--- src/rtl/alu_share_arbiter_if.sv ---
// alu_share_arbiter_if: requester, ALU-side and response signals of the shared-ALU arbiter.
// slave is the arbiter's view; master is the surrounding environment's view.
interface alu_share_arbiter_if #(
  parameter int unsigned W     = 32,
  parameter int unsigned CTR_W = 4
);
  // Requester 0 (main datapath)
  logic             req0_valid;
  logic             req0_ready;
  logic [CTR_W-1:0] req0_ctr;
  logic             req0_srca;
  logic             req0_srcb;
  logic [W-1:0]     req0_busa;
  logic [W-1:0]     req0_busb;
  logic [4:0]       req0_shamt;
  logic [15:0]      req0_imm;
  logic [W-1:0]     req0_extend;
  // Requester 1 (aux / multicycle unit)
  logic             req1_valid;
  logic             req1_ready;
  logic [CTR_W-1:0] req1_ctr;
  logic             req1_srca;
  logic             req1_srcb;
  logic [W-1:0]     req1_busa;
  logic [W-1:0]     req1_busb;
  logic [4:0]       req1_shamt;
  logic [15:0]      req1_imm;
  logic [W-1:0]     req1_extend;
  // Registered operand set towards the ALU, and its result
  logic             alu_srca;
  logic             alu_srcb;
  logic [W-1:0]     alu_busa;
  logic [W-1:0]     alu_busb;
  logic [4:0]       alu_shamt;
  logic [15:0]      alu_imm;
  logic [W-1:0]     alu_extend;
  logic [CTR_W-1:0] alu_ctr;
  logic [W-1:0]     alu_result;
  logic             alu_zero;
  // Tagged response channel
  logic             rsp_valid;
  logic             rsp_ready;
  logic             rsp_id;
  logic [W-1:0]     rsp_result;
  logic             rsp_zero;

  modport slave (
    input  req0_valid, req0_ctr, req0_srca, req0_srcb, req0_busa, req0_busb,
           req0_shamt, req0_imm, req0_extend,
    input  req1_valid, req1_ctr, req1_srca, req1_srcb, req1_busa, req1_busb,
           req1_shamt, req1_imm, req1_extend,
    output req0_ready, req1_ready,
    output alu_srca, alu_srcb, alu_busa, alu_busb, alu_shamt, alu_imm, alu_extend, alu_ctr,
    input  alu_result, alu_zero,
    output rsp_valid, rsp_id, rsp_result, rsp_zero,
    input  rsp_ready
  );

  modport master (
    output req0_valid, req0_ctr, req0_srca, req0_srcb, req0_busa, req0_busb,
           req0_shamt, req0_imm, req0_extend,
    output req1_valid, req1_ctr, req1_srca, req1_srcb, req1_busa, req1_busb,
           req1_shamt, req1_imm, req1_extend,
    input  req0_ready, req1_ready,
    input  alu_srca, alu_srcb, alu_busa, alu_busb, alu_shamt, alu_imm, alu_extend, alu_ctr,
    output alu_result, alu_zero,
    input  rsp_valid, rsp_id, rsp_result, rsp_zero,
    output rsp_ready
  );
endinterface

--- src/rtl/alu_share_arbiter.sv ---
// alu_share_arbiter: shares one combinational ALU between two requesters.
// Flow per transaction: grant in IDLE (operands registered), EXEC (ALU settles one full cycle,
// result captured), RESP (tagged response held until accepted).
// Optional macro ARB_FIXED_PRIO_EN: requester 0 always wins a tie instead of round-robin.
module alu_share_arbiter #(
  parameter int unsigned W     = 32,
  parameter int unsigned CTR_W = 4
) (
  input logic                clk,
  input logic                reset,
  alu_share_arbiter_if.slave bus
);

  localparam logic [1:0] StIdle = 2'd0;
  localparam logic [1:0] StExec = 2'd1;
  localparam logic [1:0] StResp = 2'd2;

  logic [1:0]       state_q, state_d;
  logic             last_grant_q;
  logic             any_valid;
  logic             grant;
  logic             issue;

  logic             alu_srca_q, alu_srcb_q;
  logic [W-1:0]     alu_busa_q, alu_busb_q, alu_extend_q;
  logic [4:0]       alu_shamt_q;
  logic [15:0]      alu_imm_q;
  logic [CTR_W-1:0] alu_ctr_q;

  logic             rsp_id_q, rsp_zero_q;
  logic [W-1:0]     rsp_result_q;

  // Pick the winning requester index (meaningful only when any_valid)
  always_comb begin
    any_valid = bus.req0_valid | bus.req1_valid;
`ifdef ARB_FIXED_PRIO_EN
    grant = ~bus.req0_valid;
`else
    if (bus.req0_valid && bus.req1_valid) begin
      grant = ~last_grant_q;
    end else begin
      grant = bus.req1_valid;
    end
`endif
    issue = (state_q == StIdle) && any_valid;
  end

  // Next-state logic for the IDLE -> EXEC -> RESP loop
  always_comb begin
    state_d = state_q;
    case (state_q)
      StIdle:  if (any_valid) state_d = StExec;
      StExec:  state_d = StResp;
      StResp:  if (bus.rsp_ready) state_d = StIdle;
      default: state_d = StIdle;
    endcase
  end

  // State register; a reset mid-transaction simply drops it
  always_ff @(posedge clk or posedge reset) begin
    if (reset) begin
      state_q <= StIdle;
    end else begin
      state_q <= state_d;
    end
  end

  // Operand registers only move on a grant edge so the ALU inputs are quiet during EXEC
  always_ff @(posedge clk or posedge reset) begin
    if (reset) begin
      last_grant_q <= 1'b1;
      alu_srca_q   <= 1'b0;
      alu_srcb_q   <= 1'b0;
      alu_busa_q   <= '0;
      alu_busb_q   <= '0;
      alu_shamt_q  <= '0;
      alu_imm_q    <= '0;
      alu_extend_q <= '0;
      alu_ctr_q    <= '0;
    end else if (issue) begin
      last_grant_q <= grant;
      alu_srca_q   <= grant ? bus.req1_srca   : bus.req0_srca;
      alu_srcb_q   <= grant ? bus.req1_srcb   : bus.req0_srcb;
      alu_busa_q   <= grant ? bus.req1_busa   : bus.req0_busa;
      alu_busb_q   <= grant ? bus.req1_busb   : bus.req0_busb;
      alu_shamt_q  <= grant ? bus.req1_shamt  : bus.req0_shamt;
      alu_imm_q    <= grant ? bus.req1_imm    : bus.req0_imm;
      alu_extend_q <= grant ? bus.req1_extend : bus.req0_extend;
      alu_ctr_q    <= grant ? bus.req1_ctr    : bus.req0_ctr;
    end
  end

  // Capture the ALU result at the end of EXEC; last_grant_q still names the owner here
  always_ff @(posedge clk or posedge reset) begin
    if (reset) begin
      rsp_id_q     <= 1'b0;
      rsp_result_q <= '0;
      rsp_zero_q   <= 1'b0;
    end else if (state_q == StExec) begin
      rsp_id_q     <= last_grant_q;
      rsp_result_q <= bus.alu_result;
      rsp_zero_q   <= bus.alu_zero;
    end
  end

  assign bus.req0_ready = issue && !grant;
  assign bus.req1_ready = issue && grant;

  assign bus.alu_srca   = alu_srca_q;
  assign bus.alu_srcb   = alu_srcb_q;
  assign bus.alu_busa   = alu_busa_q;
  assign bus.alu_busb   = alu_busb_q;
  assign bus.alu_shamt  = alu_shamt_q;
  assign bus.alu_imm    = alu_imm_q;
  assign bus.alu_extend = alu_extend_q;
  assign bus.alu_ctr    = alu_ctr_q;

  assign bus.rsp_valid  = (state_q == StResp);
  assign bus.rsp_id     = rsp_id_q;
  assign bus.rsp_result = rsp_result_q;
  assign bus.rsp_zero   = rsp_zero_q;

endmodule
--- src/flat_wrapper.sv ---
// flat-port wrapper written by rule: the top's interface ports become plain ports
module alu_share_arbiter_flat 
#(
  parameter int unsigned W     = 32,
  parameter int unsigned CTR_W = 4
)
  (clk, reset, bus_req0_valid, bus_req0_ctr, bus_req0_srca, bus_req0_srcb, bus_req0_busa, bus_req0_busb, bus_req0_shamt, bus_req0_imm, bus_req0_extend, bus_req1_valid, bus_req1_ctr, bus_req1_srca, bus_req1_srcb, bus_req1_busa, bus_req1_busb, bus_req1_shamt, bus_req1_imm, bus_req1_extend, bus_req0_ready, bus_req1_ready, bus_alu_srca, bus_alu_srcb, bus_alu_busa, bus_alu_busb, bus_alu_shamt, bus_alu_imm, bus_alu_extend, bus_alu_ctr, bus_alu_result, bus_alu_zero, bus_rsp_valid, bus_rsp_id, bus_rsp_result, bus_rsp_zero, bus_rsp_ready);
  alu_share_arbiter_if #(.W(W), .CTR_W(CTR_W)) bus_i ();
  input logic clk;
  input logic reset;
  input wire logic [$bits(bus_i.req0_valid)-1:0] bus_req0_valid;
  input wire logic [$bits(bus_i.req0_ctr)-1:0] bus_req0_ctr;
  input wire logic [$bits(bus_i.req0_srca)-1:0] bus_req0_srca;
  input wire logic [$bits(bus_i.req0_srcb)-1:0] bus_req0_srcb;
  input wire logic [$bits(bus_i.req0_busa)-1:0] bus_req0_busa;
  input wire logic [$bits(bus_i.req0_busb)-1:0] bus_req0_busb;
  input wire logic [$bits(bus_i.req0_shamt)-1:0] bus_req0_shamt;
  input wire logic [$bits(bus_i.req0_imm)-1:0] bus_req0_imm;
  input wire logic [$bits(bus_i.req0_extend)-1:0] bus_req0_extend;
  input wire logic [$bits(bus_i.req1_valid)-1:0] bus_req1_valid;
  input wire logic [$bits(bus_i.req1_ctr)-1:0] bus_req1_ctr;
  input wire logic [$bits(bus_i.req1_srca)-1:0] bus_req1_srca;
  input wire logic [$bits(bus_i.req1_srcb)-1:0] bus_req1_srcb;
  input wire logic [$bits(bus_i.req1_busa)-1:0] bus_req1_busa;
  input wire logic [$bits(bus_i.req1_busb)-1:0] bus_req1_busb;
  input wire logic [$bits(bus_i.req1_shamt)-1:0] bus_req1_shamt;
  input wire logic [$bits(bus_i.req1_imm)-1:0] bus_req1_imm;
  input wire logic [$bits(bus_i.req1_extend)-1:0] bus_req1_extend;
  output wire logic [$bits(bus_i.req0_ready)-1:0] bus_req0_ready;
  output wire logic [$bits(bus_i.req1_ready)-1:0] bus_req1_ready;
  output wire logic [$bits(bus_i.alu_srca)-1:0] bus_alu_srca;
  output wire logic [$bits(bus_i.alu_srcb)-1:0] bus_alu_srcb;
  output wire logic [$bits(bus_i.alu_busa)-1:0] bus_alu_busa;
  output wire logic [$bits(bus_i.alu_busb)-1:0] bus_alu_busb;
  output wire logic [$bits(bus_i.alu_shamt)-1:0] bus_alu_shamt;
  output wire logic [$bits(bus_i.alu_imm)-1:0] bus_alu_imm;
  output wire logic [$bits(bus_i.alu_extend)-1:0] bus_alu_extend;
  output wire logic [$bits(bus_i.alu_ctr)-1:0] bus_alu_ctr;
  input wire logic [$bits(bus_i.alu_result)-1:0] bus_alu_result;
  input wire logic [$bits(bus_i.alu_zero)-1:0] bus_alu_zero;
  output wire logic [$bits(bus_i.rsp_valid)-1:0] bus_rsp_valid;
  output wire logic [$bits(bus_i.rsp_id)-1:0] bus_rsp_id;
  output wire logic [$bits(bus_i.rsp_result)-1:0] bus_rsp_result;
  output wire logic [$bits(bus_i.rsp_zero)-1:0] bus_rsp_zero;
  input wire logic [$bits(bus_i.rsp_ready)-1:0] bus_rsp_ready;
  assign bus_i.req0_valid = bus_req0_valid;
  assign bus_i.req0_ctr = bus_req0_ctr;
  assign bus_i.req0_srca = bus_req0_srca;
  assign bus_i.req0_srcb = bus_req0_srcb;
  assign bus_i.req0_busa = bus_req0_busa;
  assign bus_i.req0_busb = bus_req0_busb;
  assign bus_i.req0_shamt = bus_req0_shamt;
  assign bus_i.req0_imm = bus_req0_imm;
  assign bus_i.req0_extend = bus_req0_extend;
  assign bus_i.req1_valid = bus_req1_valid;
  assign bus_i.req1_ctr = bus_req1_ctr;
  assign bus_i.req1_srca = bus_req1_srca;
  assign bus_i.req1_srcb = bus_req1_srcb;
  assign bus_i.req1_busa = bus_req1_busa;
  assign bus_i.req1_busb = bus_req1_busb;
  assign bus_i.req1_shamt = bus_req1_shamt;
  assign bus_i.req1_imm = bus_req1_imm;
  assign bus_i.req1_extend = bus_req1_extend;
  assign bus_req0_ready = bus_i.req0_ready;
  assign bus_req1_ready = bus_i.req1_ready;
  assign bus_alu_srca = bus_i.alu_srca;
  assign bus_alu_srcb = bus_i.alu_srcb;
  assign bus_alu_busa = bus_i.alu_busa;
  assign bus_alu_busb = bus_i.alu_busb;
  assign bus_alu_shamt = bus_i.alu_shamt;
  assign bus_alu_imm = bus_i.alu_imm;
  assign bus_alu_extend = bus_i.alu_extend;
  assign bus_alu_ctr = bus_i.alu_ctr;
  assign bus_i.alu_result = bus_alu_result;
  assign bus_i.alu_zero = bus_alu_zero;
  assign bus_rsp_valid = bus_i.rsp_valid;
  assign bus_rsp_id = bus_i.rsp_id;
  assign bus_rsp_result = bus_i.rsp_result;
  assign bus_rsp_zero = bus_i.rsp_zero;
  assign bus_i.rsp_ready = bus_rsp_ready;
  alu_share_arbiter #(.W(W), .CTR_W(CTR_W)) u_core (.clk(clk), .reset(reset), .bus(bus_i));
endmodule
--- config.mk ---
export PLATFORM = sky130hd
export DESIGN_NAME = alu_share_arbiter_flat
export DESIGN_NICKNAME = d
export VERILOG_FILES = /design/src/rtl/alu_share_arbiter_if.sv /design/src/rtl/alu_share_arbiter.sv /design/src/flat_wrapper.sv
export SDC_FILE = /design/constraint.sdc
export NUM_CORES = 1
export LEC_CHECK = 0
export CAP_MARGIN = 20
export CORE_AREA = 2 2 175 177
export CTS_CLUSTER_SIZE = 10
export DETAILED_ROUTE_END_ITERATION = 8
export DIE_AREA = 0 0 177 179
export DONT_BUFFER_PORTS = 1
export HOLD_SLACK_MARGIN = 0.15
export PLACE_DENSITY_LB_ADDON = 0.12
export SLEW_MARGIN = 20
export SYNTH_ARGS = -nofsm -noshare
export SYNTH_HDL_FRONTEND = slang
export SYNTH_SLANG_ARGS = --single-unit
--- constraint.sdc ---
create_clock -name clk -period 4.9 [get_ports clk]
set_input_delay 0.245 -clock clk [delete_from_list [all_inputs] [get_ports clk]]
set_output_delay 0.245 -clock clk [all_outputs]
set_load 0.005 [all_outputs]
==> results.tsv, run 1 <==
stage	metric	value	unit
clock_tree	clock buffer depth	2	
clock_tree	Sink Count	160	
synth	synthesized area per cell	11.2	um^2
run_status	Last stage	clock tree synthesis (4_1_cts)	
synth	sequential-to-total area share from yosys stat	0.577	
die	Vert. Die Dim	179	um
clock_tree	H-tree depth	4	
synth	Syn Inst Count	621	
clock_tree	number of setup buffers added after CTS	0	
synth	synth unique cells	23	
die	Starting Density	0.231	
clock_tree	PostCTS Resize Cnt	0	
run_status	Log Error	[ERROR RSZ-0060] Max buffer count reached.	
place	PortBufs	0	
clock_tree	Root Driver	clkbuf_16	
place	Final Wtd Congestion	0.807	
synth	Post-Synthesis Cell Area	0.00694	mm^2
die	Ports	444	
synth	syn_nets	905	
synth	flop and latch count out of synthesis	160	
run_status	status	stopped before the end	
die	Rows	64	
place	post-DP HPWL	16500	um
clock_tree	Post-CTS Hold Fix Bufs	200	
die	DIE WIDTH	177	um
clock_tree	total clock buffers created by CTS	17	
place	Post-DP Area	0.00719	mm^2
synth	Yosys Warn Count	0	
[synth_stat cells]
library cell	instances	area, um^2
a21bo_2	1	10.0
a21boi_2	1	11.3
a21oi_1	51	255
a221o_1	72	721
a31oi_1	51	319
and3_1	73	457
buf_2	26	130
buf_4	1	7.51
buf_6	8	90.1
clkbuf_1	27	101
dfrtp_1	159	3980
dfstp_2	1	26.3
inv_1	3	11.3
inv_2	1	3.75
mux2_2	33	372
nand2_1	104	390
nand2b_1	2	12.5
nor2_1	1	3.75
nor2_4	1	11.3
o21ai_0	2	10.0
o22ai_1	1	6.26
or2_0	1	6.26
or2_2	1	6.26
[through the flow]
stage	cells	hold slack, ns	setup slack (ns)
after floorplan	621	0.353	0.337
after global placement	964	0.281	2.09
after detailed placement	964	0.295	2.00
[cells by family after synthesis]
kind of cell | synth area share
multiplexers | 0.0535
AND/OR/NAND/NOR | 0.128
AO/OA/AOI/OAI | 0.192
flip-flops | 0.577
buffers and inverters | 0.0496
==> inputs of run 2 (changes only) <==
--- a/config.mk
+++ b/config.mk
@@ -6,13 +6,11 @@
 export NUM_CORES = 1
 export LEC_CHECK = 0
 export CAP_MARGIN = 20
-export CORE_AREA = 2 2 175 177
-export CTS_CLUSTER_SIZE = 10
+export CORE_MARGIN = 2
+export CORE_UTILIZATION = 20
 export DETAILED_ROUTE_END_ITERATION = 8
-export DIE_AREA = 0 0 177 179
 export DONT_BUFFER_PORTS = 1
-export HOLD_SLACK_MARGIN = 0.15
-export PLACE_DENSITY_LB_ADDON = 0.12
+export PLACE_DENSITY_LB_ADDON = 0.15
 export SLEW_MARGIN = 20
 export SYNTH_ARGS = -nofsm -noshare
 export SYNTH_HDL_FRONTEND = slang
==> constraint.sdc (replaced) <==
create_clock -name clk -period 6.4 [get_ports clk]
set_input_delay 0.32 -clock clk [delete_from_list [all_inputs] [get_ports clk]]
set_output_delay 0.32 -clock clk [all_outputs]
set_load 0.005 [all_outputs]
==> run 2 against run 1 <==
Against the previous run:
- the flow now finishes without violations
- synthesized cell count is the same
- area after synthesis stayed put
==> results.tsv, run 2 <==
stage	metric	value	unit	change
synth	most numerous cell in the Yosys netlist	dfrtp_1		unchanged
synth	Synth Area in Compound Gates	0.192		unchanged
route	DRC Markers	0		
route	Total Routed Length	23900	um	
synth	post-synthesis simple-gate area fraction	0.128		unchanged
pwr	Power per Cell Area	512	mW/mm^2	
worst_setup_path	Max FO, Critical Path	54		
global_routing	aggregate global-route resource usage	0.125		
synth	Adder-Cell Fraction of Synth Area	0		unchanged
worst_setup_path	WS Path Type	reg2out		
final_layout	NumNets Final	953		
sta	Slew HR	0.366		
worst_setup_path	r2r worst-path depth	6		
synth	synth unique cells	23		unchanged
pwr	Pleak	3.79	nW	
synth	asr flop ratio synth	1.00		unchanged
worst_setup_path	Worst EP arrival	2.83	ns	
place	Final Wtd Congestion	0.814		was 0.807
synth	Yosys Warn Count	0		unchanged
synth	flop and latch count out of synthesis	160		unchanged
die	Vert. Die Dim	190	um	was 179 um
clock_tree	Post-CTS Hold Fix Bufs	84		was 200
global_routing	initial antenna violation count	9		
worst_setup_path	slowest CP cell	and3_2		
clock_tree	H-tree depth	4		unchanged
die	Rows	68		was 64
run_status	status	completed		was stopped before the end
die	core area	0.0344	mm^2	
clock_tree	Clock transition at path regs	0.07	ns	
clock_tree	total clock buffers created by CTS	17		unchanged
synth	Synth top area share	0.573		unchanged
route	vias	5464		
synth	largest family of logic cells by synthesized area	compound AO/OA/AOI/OAI gates		unchanged
final_layout	synthesis-to-layout area growth	26.1	%	
final_layout	most frequent cells in the layout	159 x dfrtp_1, 103 x nand2_1, 84 x dlygate4sd3_1		
die	Ports	444		unchanged
sta	clock skew	0.00728	ns	
synth	sequential-to-total area share from yosys stat	0.577		unchanged
synth	Synth area leader	dfrtp_1		unchanged
worst_setup_path	Slowest Stage Delay on Critical Path	0.64	ns	
sta	worst hold slack	0.0360	ns	
pwr	total power	4.48	mW	
final_layout	layout cells sized above 1	0.122		
place	post-DP HPWL	16400	um	was 16500 um
sta	Fmax	317	MHz	
worst_setup_path	Worst setup SP type	register		
flow_run	max_cap viols	0		
worst_setup_path	Worst path top cell family by delay	simple AND/OR/NAND/NOR gates		
worst_setup_path	r2r setup slk	3.41	ns	
worst_setup_path	launching point of the worst reg2reg path	u_core.state_q[1]$_DFFE_PP0P_		
synth	Post-Synth XOR/XNOR Area	0		unchanged
die	DIE WIDTH	190	um	was 177 um
min_path	Hold Crit Depth	1		
synth	syn_nets	905		unchanged
worst_setup_path	CP Capture Type	output port		
synth	Synth Flop Type	dfrtp_1		unchanged
min_path	Hold Startpoint	bus_req0_ctr[0]		
final_layout	Layout Utilization	0.255		
clock_tree	PostCTS Resize Cnt	0		unchanged
die	Starting Density	0.202		was 0.231
synth	Synth top cells by count	159 x dfrtp_1, 104 x nand2_1, 73 x and3_1		unchanged
final_layout	commonest non-fill, non-tap cell in the layout	dfrtp_1		
sta	post-route clock period utilization	0.492		
place	post-place setup slack	3.32	ns	was 2.00 ns
min_path	HP Class	in2reg		
global_routing	first-pass GRT wire length	34000	um	
worst_setup_path	required time of the critical path	6.08	ns	
sta	final setup vio count	0		
min_path	WHS Endpoint	u_core.bus.alu_ctr[0]$_DFFE_PP0P_		
worst_setup_path	CP Cell Sequence	a21bo_4 -> and3_2 -> buf_4		
sta	Final WS setup	3.25	ns	
clock_tree	clock buffer depth	2		unchanged
global_routing	number of global-route vias before repair	5777		
sta	Final min period	3.15	ns	
route	routed vias/inst	4.78		
synth	synthesized area per cell	11.2	um^2	unchanged
route	ANT nets after route	0		
clock_tree	Root Driver	clkbuf_16		unchanged
sta	Max Slew Vio Count	0		
route	drt initial violations	192		
sta	worst-margin pin slew	0.951	ns	
die	die area	0.0362	mm^2	
synth	Post-synth EDFFs	0		unchanged
sta	setup_tns	0	ns	
sta	unrepaired setup endpoints after global routing	false		
synth	Syn Inst Count	621		unchanged
clock_tree	Worst-Skew Late Latency	0.43	ns	
worst_setup_path	Buf/Inv on CP	1		
place	PortBufs	0		unchanged
route	Wirelength per Cell	20.9	um	
clock_tree	number of setup buffers added after CTS	0		unchanged
sta	final hold violation count	0		
clock_tree	Sink Count	160		unchanged
global_routing	gr ovfl total	0		
synth	Synth area leaders	dfrtp_1 57%, a221o_1 10%, and3_1 6.6%		unchanged
synth	mux share of post-synthesis cell area	0.0535		unchanged
global_routing	largest net degree at the start of global routing	125		
worst_setup_path	R2R Path End	u_core.bus.alu_busa[30]$_DFFE_PP0P_		
clock_tree	CTS tree	built		
route	First-pass DRT Iterations	4		
synth	Post-Synthesis Cell Area	0.00694	mm^2	unchanged
pwr	maximum VDD drop	0.220	mV	
run 2: per-stage QoR:
| step | std cells | area (um^2) |
|---|---|---|
| 5_1_grt | 1143 | 8750 |
| 6_report | 1144 | 8750 |
| 3_5_place_dp | 1020 | 7240 |
| 4_1_cts | 1136 | 8700 |
| 3_3_place_gp | 1020 | 7240 |
| 2_1_floorplan | 621 | 6940 |
run 2: worst max path at each step:
stage	startpoint	to	slack, ns	depth (start not counted)
2_1_floorplan	reset	u_core.bus.alu_busa[0]$_DFFE_PP0P_	1.76	1
3_3_place_gp	u_core.last_grant_q$_DFFE_PP1P_	bus_req0_ready	3.50	3
3_5_place_dp	u_core.last_grant_q$_DFFE_PP1P_	u_core.bus.alu_extend[4]$_DFFE_PP0P_	3.32	4
4_1_cts	u_core.last_grant_q$_DFFE_PP1P_	bus_req0_ready	2.84	3
5_1_grt	u_core.last_grant_q$_DFFE_PP1P_	bus_req0_ready	3.07	3
6_report	u_core.last_grant_q$_DFFE_PP1P_	bus_req0_ready	3.25	3
run 2: cell type report:
cell class | instances | area (um^2)
Clock buffer | 22 | 494
Antenna cell | 7 | 17.5
Fill cell | 3681 | 25600
Multi-Input combinational cell | 395 | 2610
Sequential cell | 160 | 4010
Tap cell | 455 | 569
Clock inverter | 10 | 121
Timing Repair Buffer | 91 | 910
Inverter | 4 | 20.0
run 2: kinds of logic (layout without fill, tap and decap cells):
logic type | Yosys count | after routing
AO/OA/AOI/OAI | 179 | 179
buffers and inverters | 66 | 127
multiplexers | 33 | 33
flip-flops | 160 | 160
other | 0 | 7
AND/OR/NAND/NOR | 183 | 183
run 2: power by group:
group | switching, mW | internal, mW | total (mW)
Sequential | 0.476 | 1.54 | 2.01
Combinational | 0.738 | 0.661 | 1.40
Clock | 0.439 | 0.631 | 1.07
run 2: worst register-to-register path, stage by stage (launching register included):
cell and delay [ns]:
dfrtp_1 0.42, nor2_4 0.13, buf_6 0.67, nand2_2 0.13
inv_2 0.68, a31oi_1 0.23, dlygate4sd3_1 0.63
run 2: per-layer routing:
metal  up-vias  routed length, um  GRT usage
li1       2417                  -          -
met1      2687               8670      0.130
met2       318              12100      0.219
met3        38               2380     0.0464
met4         4                693     0.0638
met5         -                 17          0
(Power assumes the default switching activity.)
